`config.mk`:
```
export PLATFORM = sky130hd
export DESIGN_NAME = mips_bus_arbiter
export DESIGN_NICKNAME = d
export VERILOG_FILES = /design/src/rtl/mips_bus_arbiter_pkg.sv /design/src/rtl/mips_arb_pick.sv /design/src/rtl/mips_bus_arbiter.sv
export SDC_FILE = /design/constraint.sdc
export NUM_CORES = 1
export LEC_CHECK = 0
export BUFFER_PORTS_ARGS = -buffer_cell sky130_fd_sc_hd__buf_2
export CAP_MARGIN = 0
export CELL_PAD_IN_SITES_DETAIL_PLACEMENT = 0
export CELL_PAD_IN_SITES_GLOBAL_PLACEMENT = 2
export CORE_ASPECT_RATIO = 0.9
export CORE_UTILIZATION = 26
export DETAILED_ROUTE_END_ITERATION = 7
export GPL_TIMING_DRIVEN = 0
export PLACE_DENSITY = 0.81
export SYNTH_ARGS = -nofsm -noshare
export SYNTH_HDL_FRONTEND = slang
export SYNTH_SLANG_ARGS = --single-unit
```
`constraint.sdc`:
```
create_clock -name clock -period 1.7 [get_ports clock]
set_input_delay 0.34 -clock clock [delete_from_list [all_inputs] [get_ports clock]]
set_output_delay 0.34 -clock clock [all_outputs]
set_load 0.005 [all_outputs]
```
`src/rtl/mips_bus_arbiter_pkg.sv`:
```
// Shared definitions for the I/D memory-port arbiter: FSM states,
// owner codes and the fixed instruction-fetch byte enable.
package mips_bus_arbiter_pkg;

  typedef enum logic [1:0] {
    ST_IDLE  = 2'b00,
    ST_GNT_I = 2'b01,
    ST_GNT_D = 2'b10
  } arb_state_t;

  localparam logic [1:0] OWN_NONE = 2'b00;
  localparam logic [1:0] OWN_I    = 2'b01;
  localparam logic [1:0] OWN_D    = 2'b10;

  // Instruction fetches are always full-word.
  localparam logic [3:0] I_BE = 4'b1111;

  // Width of a counter that must be able to hold the value maxwait.
  function automatic int cnt_width(input int maxwait);
    return (maxwait < 1) ? 1 : $clog2(maxwait + 1);
  endfunction

endpackage

```
`src/rtl/mips_arb_pick.sv`:
```
// Grant select: D has fixed priority unless I has already waited through
// MAXWAIT consecutive D grants.
module mips_arb_pick #(
  parameter int MAXWAIT = 4,
  parameter int WCW     = 3
) (
  input  logic           i_elig,
  input  logic           d_elig,
  input  logic [WCW-1:0] wcnt,
  output logic           pick_i,
  output logic           pick_d
);

  localparam logic [WCW-1:0] MAXW = WCW'(MAXWAIT);

  // D wins when eligible and I is either absent or not yet starved.
  always_comb begin
    pick_d = d_elig && (!i_elig || (wcnt < MAXW));
    pick_i = i_elig && !pick_d;
  end

endmodule

```
`src/rtl/mips_bus_arbiter.sv`:
```
// Shares one memory port between instruction fetch (I) and data
// load/store (D). One transaction outstanding; all bus outputs registered
// and zeroed whenever m_req is low.
module mips_bus_arbiter
  import mips_bus_arbiter_pkg::*;
#(
  parameter int MAXWAIT = 4
) (
  input  logic        clock,
  input  logic        reset,
  input  logic        i_req,
  input  logic [31:0] i_addr,
  output logic        i_ack,
  output logic [31:0] i_data,
  input  logic        d_req,
  input  logic        d_we,
  input  logic [3:0]  d_be,
  input  logic [31:0] d_addr,
  input  logic [31:0] d_wdata,
  output logic        d_ack,
  output logic [31:0] d_rdata,
  output logic        m_req,
  output logic        m_we,
  output logic [3:0]  m_be,
  output logic [31:0] m_addr,
  output logic [31:0] m_wdata,
  input  logic        m_rdy,
  input  logic [31:0] m_rdata,
  output logic [1:0]  owner,
  output logic        stall
);

  localparam int WCW = cnt_width(MAXWAIT);
  localparam logic [WCW-1:0] MAXW = WCW'(MAXWAIT);

  arb_state_t     state_reg;
  logic [WCW-1:0] wcnt_reg;
  logic           i_elig;
  logic           d_elig;
  logic           pick_i;
  logic           pick_d;

  // A requester is not eligible in its own ack cycle, so a held request
  // cannot be granted twice.
  assign i_elig = i_req && !i_ack;
  assign d_elig = d_req && !d_ack;

  mips_arb_pick #(
    .MAXWAIT (MAXWAIT),
    .WCW     (WCW)
  ) u_pick (
    .i_elig (i_elig),
    .d_elig (d_elig),
    .wcnt   (wcnt_reg),
    .pick_i (pick_i),
    .pick_d (pick_d)
  );

  // Requesters stall until their own ack pulse arrives.
  assign stall = (i_req && !i_ack) || (d_req && !d_ack);

  // FSM, starvation counter and all registered outputs.
  always_ff @(posedge clock or negedge reset) begin
    if (!reset) begin
      state_reg <= ST_IDLE;
      wcnt_reg  <= '0;
      m_req     <= 1'b0;
      m_we      <= 1'b0;
      m_be      <= '0;
      m_addr    <= '0;
      m_wdata   <= '0;
      i_ack     <= 1'b0;
      d_ack     <= 1'b0;
      i_data    <= '0;
      d_rdata   <= '0;
      owner     <= OWN_NONE;
    end else begin
      i_ack <= 1'b0;
      d_ack <= 1'b0;
      case (state_reg)
        ST_IDLE: begin
          if (pick_d) begin
            state_reg <= ST_GNT_D;
            m_req     <= 1'b1;
            m_we      <= d_we;
            m_be      <= d_be;
            m_addr    <= d_addr;
            m_wdata   <= d_we ? d_wdata : 32'h0;
            owner     <= OWN_D;
            if (i_req)
              wcnt_reg <= (wcnt_reg == MAXW) ? wcnt_reg : wcnt_reg + 1'b1;
            else
              wcnt_reg <= '0;
          end else if (pick_i) begin
            state_reg <= ST_GNT_I;
            m_req     <= 1'b1;
            m_we      <= 1'b0;
            m_be      <= I_BE;
            m_addr    <= i_addr;
            m_wdata   <= 32'h0;
            owner     <= OWN_I;
            wcnt_reg  <= '0;
          end else if (!i_req) begin
            wcnt_reg <= '0;
          end
        end
        ST_GNT_I, ST_GNT_D: begin
          if (m_rdy) begin
            if (state_reg == ST_GNT_I) begin
              i_ack  <= 1'b1;
              i_data <= m_rdata;
            end else begin
              d_ack <= 1'b1;
              if (!m_we)
                d_rdata <= m_rdata;
            end
            state_reg <= ST_IDLE;
            m_req     <= 1'b0;
            m_we      <= 1'b0;
            m_be      <= '0;
            m_addr    <= '0;
            m_wdata   <= '0;
            owner     <= OWN_NONE;
          end
        end
        default: begin
          state_reg <= ST_IDLE;
        end
      endcase
    end
  end

endmodule

```
==> metrics.md, run 1 <==
| Metric | Value |
|---|---|
| Final hold vios | `0` |
| Seq/Total Area, Yosys | `63.3%` |
| Clock slew at reported path FFs | `0.06 ns` |
| Seq pwr share | `32.7%` |
| RSZ-0062 raised after global routing | `true` |
| Mapped Area | `0.00566 mm²` |
| Mapped Cells | `412` |
| Initial drt markers | `205` |
| Core Box Area | `0.0211 mm²` |
| Die W | `157 µm` |
| Mapped Nets | `554` |
| Number of global-route vias before repair | `4651` |
| CTS tree | `yes` |
| Start of the worst register-to-register path | `state_reg[0]` |
| Total power | `17.6 mW` |
| GR Util All Layers | `14.7%` |
| Dominant cell type by area after synthesis | `dfrtp_1` |
| H-tree depth | `4` |
| Fin nets | `869` |
| Failing checks | `negative setup slack` |
| HP Start | `d_wdata[21]` |
| Syn. warnings | `0` |
| # diodes | `0` |
| Post-synth top area share | `63.3%` |
| Cts bufs inserted | `17` |
| Largest net degree at the start of global routing | `81` |
| Setup violators final | `53` |
| Clock power share | `22.5%` |
| XOR/XNOR Fraction of Synth Area | `0%` |
| Pre-CTS setup slack | `-0.561 ns` |
| Critical Path Fanout Max | `9` |
| Total Routed Length | `16700 µm` |
| Max-Cap Viols | `0` |
| CP endpoint kind | `flop` |
| Share of cells above drive strength 1 | `58.9%` |
| EDFF count, synth | `0` |
| Root buffer cell | `clkbuf_16` |
| WP data required | `1.98 ns` |
| Simple-gate area share of the yosys netlist | `4.31%` |
| Largest family of logic cells by synthesized area | `multiplexers` |
| Worst hold path type | `input pin to flop` |
| Boundary pin count | `277` |
| Most common cell in the netlist | `dfrtp_1` |
| Max clock buf depth | `2` |
| DR vias | `4515` |
| P per Cell Area | `2020 mW/mm²` |
| Die Span Y | `142 µm` |
| Pleak | `4.59 nW` |
| Clk_skew | `0.00902 ns` |
| Starting Density | `26.8%` |
| Post-synth top cells | `dfrtp_1, mux2_2, a22o_1, nand2_1, o21ai_0` |
| Vias per cell | `4.40` |
| Slew margin rel. | `58.3%` |
| Net Switching | `5.81 mW` |
| Port Buffer Count | `276` |
| Final HPWL DP | `11800 µm` |
| First-pass GRT wire length | `24900 µm` |
| Slew of the pin with the lowest slew margin | `0.626 ns` |
| Final ANT Viol Nets | `0` |
| Yosys cell types | `34` |
| Gpl congestion | `0.681` |
| Area of the die | `0.0223 mm²` |
| Setup ws final | `-0.0621 ns` |
| Synth top area cells | `dfrtp_1, mux2_2, a22o_1` |
| Drt drc | `0` |
| Outcome | `finished, violations left` |
| Final min period | `1.76 ns` |
| CP Launch Point | `state_reg[0]` |
| Worst skew pair latency | `0.41 ns` |
| CP max stage cell | `dfrtp_1` |
| Int Pwr | `11.8 mW` |
| Avg Cell Area, Syn | `13.7 µm²` |
| Sw Ratio | `33.0%` |
| Fillers | `2073` |
| Crit path arrival time | `2.04 ns` |
| Synth Register Bits | `143` |
| Top flip-flop cell by instance count after synthesis | `dfrtp_1` |
| Crit path kind | `flop to flop` |
| Hold WS | `0.140 ns` |
| Critical path launch point type | `flop` |
| Cell Rows | `50` |
| Compound-Gate Fraction of Synth Area | `11.6%` |
| Fmax achieved | `0.568 GHz` |
| Utilization after layout | `41.3%` |
| Placed insts | `975` |
| WL per Instance | `16.3 µm` |
| Peak VDD IR | `0.00122 V` |
| Slew Limit Fails | `0` |
| Multi-input logic area | `0.00208 mm²` |
| CP max stage delay | `0.39 ns` |
| Antenna violations before repair | `0` |
| Sink Count | `143` |
| Post-synthesis async set-or-reset flop share | `100%` |
| Reg area | `0.00358 mm²` |
| Final Non-Filler Cells | `1026` |
| Area Growth Syn to Fin | `53.9%` |
| CP Cell Sequence | `inv_2, ha_4, mux2_4, o31ai_4, buf_12, clkbuf_16, a222oi_1, inv_1` |
| Global route overflow | `0` |
| Comb pwr share | `44.8%` |
| CP delay by family, top | `buffers and inverters` |
| Final worst path period share | `104%` |
| Mux cell area share after synthesis | `16.1%` |
| DRT Pass-1 Iters | `4` |
| Post-Synth Adder-Cell Area | `0.885%` |
| Buf/Inv on CP | `4` |
-- timing repair --
action / CTS / global route
hold endpoints to repair: 63 / 0
hold buffers: 1 / 0
pin swaps: 19 / 5
setup endpoints to repair: 134 / 114
gates cloned: 2 / 4
resized for setup: 68 / 65
setup buffers: 11 / 3
-- path summary, 6_finish.rpt --
kind / end / slack [ns] / cells past startpoint
max: m_addr[8] / -0.06 / 8
min: m_wdata[21] / 0.14 / 2
max reg2reg: m_addr[8] / -0.06 / 8
min reg2reg: owner[1] / 0.47 / 1
max in group asynchronous: i_data[2] / 0.39 / 3
min in group asynchronous: m_addr[24] / 0.48 / 2
-- kinds of logic (layout without fill, tap and decap cells) --
kind of cell               Yosys count  count (layout)
adders and majority gates            4               4
AOI/OAI and AO/OA                   83              83
buffers and inverters               47             375
muxes                               83              83
and+or+nand+nor                     52              52
DFF                                143             143
-- metal layers --
layer  vias up  track usage [%]  part of all wire, %
li1       2126                -                    -
met1      2183             17.9                   43
met2       193             23.5                   47
met3        13             6.14                  9.2
met4         0             4.65                  1.2
met5         -                0                    0
-- power groups by stage --
stage / combinational, mW / clock, mW / sequential [mW]
after detailed placement: 6.18 / 0 / 5.77
after CTS: 7.29 / 4.09 / 5.75
final: 7.88 / 3.95 / 5.75
after floorplan: 3.24 / 0 / 5.89
after global routing: 8.63 / 4.20 / 5.96
after global placement: 6.15 / 0 / 5.70
-- stage by stage --
stage	TNS [ns]	cell area (µm²)
floorplan	-0.206	5680
global placement	-320.17	7420
detailed placement	-51.59	7460
CTS	-4.40	8470
global route	-7.70	8700
finish	-1.18	8700
-- placed cells by master (no fill, tap or decap), types with 3 or more instances in the layout --
cell       count
inv_1         18
mux2_2        32
a222oi_1      14
mux2i_1       17
ha_1           3
inv_2          4
a21oi_1        3
mux2_4        33
a21o_1         4
buf_2        275
o21ai_1       19
nand2_1       26
clkbuf_8       3
nor2_1         5
inv_6          6
clkbuf_16     22
buf_4         14
a22o_1        32
buf_12         5
dfrtp_1      142
o21ai_0        3
bufinv_16      3
buf_6          8
nand3_1        7
buf_8          5
-- area by class of cell --
cell class | count | area share [%]
Buffer | 23 | 3.39
Sequential cell | 143 | 41.1
Clock buffer | 19 | 5.09
Inverter | 22 | 0.949
Multi-Input combinational cell | 222 | 23.9
Clock inverter | 13 | 2.01
Tap cell | 286 | 4.11
Timing Repair Buffer | 298 | 19.5
Note: power is estimated with default switching activity, not from simulation.
==> run 2: changes to the inputs <==
--- a/config.mk
+++ b/config.mk
@@ -5,15 +5,14 @@
 export SDC_FILE = /design/constraint.sdc
 export NUM_CORES = 1
 export LEC_CHECK = 0
-export BUFFER_PORTS_ARGS = -buffer_cell sky130_fd_sc_hd__buf_2
 export CAP_MARGIN = 0
 export CELL_PAD_IN_SITES_DETAIL_PLACEMENT = 0
 export CELL_PAD_IN_SITES_GLOBAL_PLACEMENT = 2
 export CORE_ASPECT_RATIO = 0.9
-export CORE_UTILIZATION = 26
+export CORE_UTILIZATION = 35
 export DETAILED_ROUTE_END_ITERATION = 7
-export GPL_TIMING_DRIVEN = 0
-export PLACE_DENSITY = 0.81
+export DONT_BUFFER_PORTS = 1
+export PLACE_DENSITY = 0.79
 export SYNTH_ARGS = -nofsm -noshare
 export SYNTH_HDL_FRONTEND = slang
 export SYNTH_SLANG_ARGS = --single-unit
==> metrics.md, run 2 (synthesized netlist as in run 1, its figures left out) <==
| Metric | Value |
|---|---|
| Final HPWL DP | `9280 µm (-21%)` |
| Max clock buf depth | `2 (unchanged)` |
| Met2 Use GR | `27.7% (+4.2 points)` |
| Clock slew at reported path FFs | `0.06 ns (about the same)` |
| Placed insts | `617 (-37%)` |
| Worst skew pair latency | `0.41 ns (about the same)` |
| Vias per cell | `5.34 (+21%)` |
| Busiest grt layer | `met2` |
| GR Util met1 | `16.6% (-1.2 points)` |
| Critical Path Fanout Max | `8 (-1)` |
| Die Span Y | `123 µm (-14%)` |
| Total Routed Length | `14700 µm (-12%)` |
| Setup violators final | `63 (+19%)` |
| Crit path kind | `flop to flop` |
| Core Box Area | `0.0156 mm² (-26%)` |
| Clk_skew | `0.00801 ns (-0.00101 ns)` |
| Final Non-Filler Cells | `666 (-35%)` |
| Final min period | `1.76 ns (-0.00232 ns)` |
| Commonest non-fill, non-tap cell in the layout | `dfrtp_1` |
| H-tree depth | `4 (unchanged)` |
| Drt drc | `0 (unchanged)` |
| Port Buffer Count | `0 (-100%)` |
| Post-route cell area | `0.00725 mm² (-17%)` |
| CP endpoint kind | `flop` |
| RSZ-0062 raised after global routing | `true` |
| Crit path arrival time | `2.06 ns (+0.02 ns)` |
| First-pass GRT wire length | `19800 µm (-21%)` |
| DR vias | `3559 (-21%)` |
| Gpl congestion | `0.761 (+12%)` |
| Total power | `16.4 mW (-6.7%)` |
| WP data required | `2.00 ns (+0.02 ns)` |
| Sink Count | `143 (unchanged)` |
| WL per Instance | `22.1 µm (+36%)` |
| Failing checks | `negative hold slack, negative setup slack` |
| Number of global-route vias before repair | `3718 (-20%)` |
| GR Util All Layers | `16.0% (+1.3 points)` |
| Antenna violations before repair | `0 (unchanged)` |
| Commonest non-fill, non-tap cells in the layout | `dfrtp_1, mux2_2, a22o_1` |
| DRT Pass-1 Iters | `4 (unchanged)` |
| Peak VDD IR | `0.00104 V (-15%)` |
| Initial drt markers | `157 (-23%)` |
| Slew margin rel. | `76.9% (+19 points)` |
| Area Growth Syn to Fin | `28.2%` |
| Final ANT Viol Nets | `0 (unchanged)` |
| Global route overflow | `0 (unchanged)` |
| Cell Rows | `43 (-14%)` |
| Hold WS | `-0.377 ns (-0.517 ns)` |
| Outcome | `finished, violations left` |
| Utilization after layout | `46.5% (+5.2 points)` |
| Largest net degree at the start of global routing | `144 (+78%)` |
| Share of cells above drive strength 1 | `35.1% (-24 points)` |
| Fmax achieved | `0.568 GHz (+0.13%)` |
| Final worst path period share | `104% (-0.14 points)` |
| Cts bufs inserted | `17 (unchanged)` |
| Slew Limit Fails | `0 (unchanged)` |
| Setup ws final | `-0.0598 ns (+0.00232 ns)` |
| Worst hold path type | `input pin to async pin` |
| Slew of the pin with the lowest slew margin | `0.347 ns (-0.279 ns)` |
| Boundary pin count | `277 (unchanged)` |
| Starting Density | `36.2% (+9.4 points)` |
| Die W | `136 µm (-14%)` |
| Pleak | `3.42 nW (-25%)` |
| Root buffer cell | `clkbuf_16` |
| Area of the die | `0.0167 mm² (-25%)` |
| Final hold vios | `143 (+143)` |
| # diodes | `0 (unchanged)` |
| CTS tree | `yes` |
| Fillers | `1402 (-32%)` |
| Fin nets | `594 (-32%)` |
| Critical path launch point type | `flop` |
| CP Cell Sequence | `inv_2, ha_4, nand2_4, nor3_4, buf_6, clkbuf_16, mux2_2` |
| Max-Cap Viols | `0 (unchanged)` |
| Area after DPL | `0.00612 mm² (-18%)` |
| Met3 Resource Use GR | `8.51% (+2.4 points)` |
| CP max stage cell | `dfrtp_1` |
| P per Cell Area | `2260 mW/mm² (+12%)` |
| CP max stage delay | `0.36 ns (-0.03 ns)` |
## run 2: layout make-up
cell class              instances  area (µm²)  area share [%]
flip-flops and latches        143        3580            49.4
clock inverters                14         206            2.85
clock buffers                  17         425            5.87
repair buffers                 46         658            9.08
well taps                     202         253            3.49
multi-input cells             222        2050            28.2
inverters                      22        82.6            1.14
## run 2: layer usage
metal | share of wire [%] | up-vias | wire length (µm)
met5 | 0 | - | 0
met4 | 0.73 | 0 | 107
met3 | 11 | 11 | 1600
met2 | 52 | 204 | 7640
met1 | 36 | 1782 | 5340
li1 | - | 1562 | -
## run 2: worst max-delay path: cells and delay by family (launching register included)
family / cells / cell delay, ns
adder cells (fa/ha/maj): 1 / 0.31
buffers and inverters: 3 / 0.40
multiplexers: 1 / 0.33
AND/OR/NAND/NOR: 2 / 0.24
flip-flops: 1 / 0.36
## run 2: worst paths after layout
kind / startpoint / to / slack, ns / cells after the start
worst min register to register: m_addr[30] / m_addr[30] / 0.51 / 2
worst max-delay path: state_reg[0] / d_rdata[22] / -0.06 / 7
worst max register to register: state_reg[0] / d_rdata[22] / -0.06 / 7
worst min-delay path: reset / d_rdata[22] / -0.38 / 0
max in group asynchronous: reset / m_addr[5] / 1.91 / 0
min in group clock: d_wdata[6] / m_wdata[6] / 0.06 / 1
## run 2: repair_timing
item	4_1_cts	5_1_grt
buffers inserted	4	4
cloned	2	8
endpoints found under the hold margin	143	143
pin swaps	10	8
endpoints found under the setup margin	89	92
gates resized for setup	11	57
## run 2: per-stage QoR
stage               worst slack [ns]  setup TNS, ns
CTS                          -0.0605         -0.972
global placement             -0.0597          -3.02
floorplan                   -0.00988         -0.206
finish                       -0.0598          -1.31
detailed placement            -0.109          -5.16
global route                  -0.140          -7.97
## run 2: power by group
| group | internal [mW] | leakage [nW] | switching, mW |
|---|---|---|---|
| logic | 3.55 | 1.32 | 2.57 |
| clock network | 2.48 | 0.304 | 1.49 |
| registers | 4.98 | 1.80 | 1.33 |
| total | 11.0 | 3.42 | 5.39 |
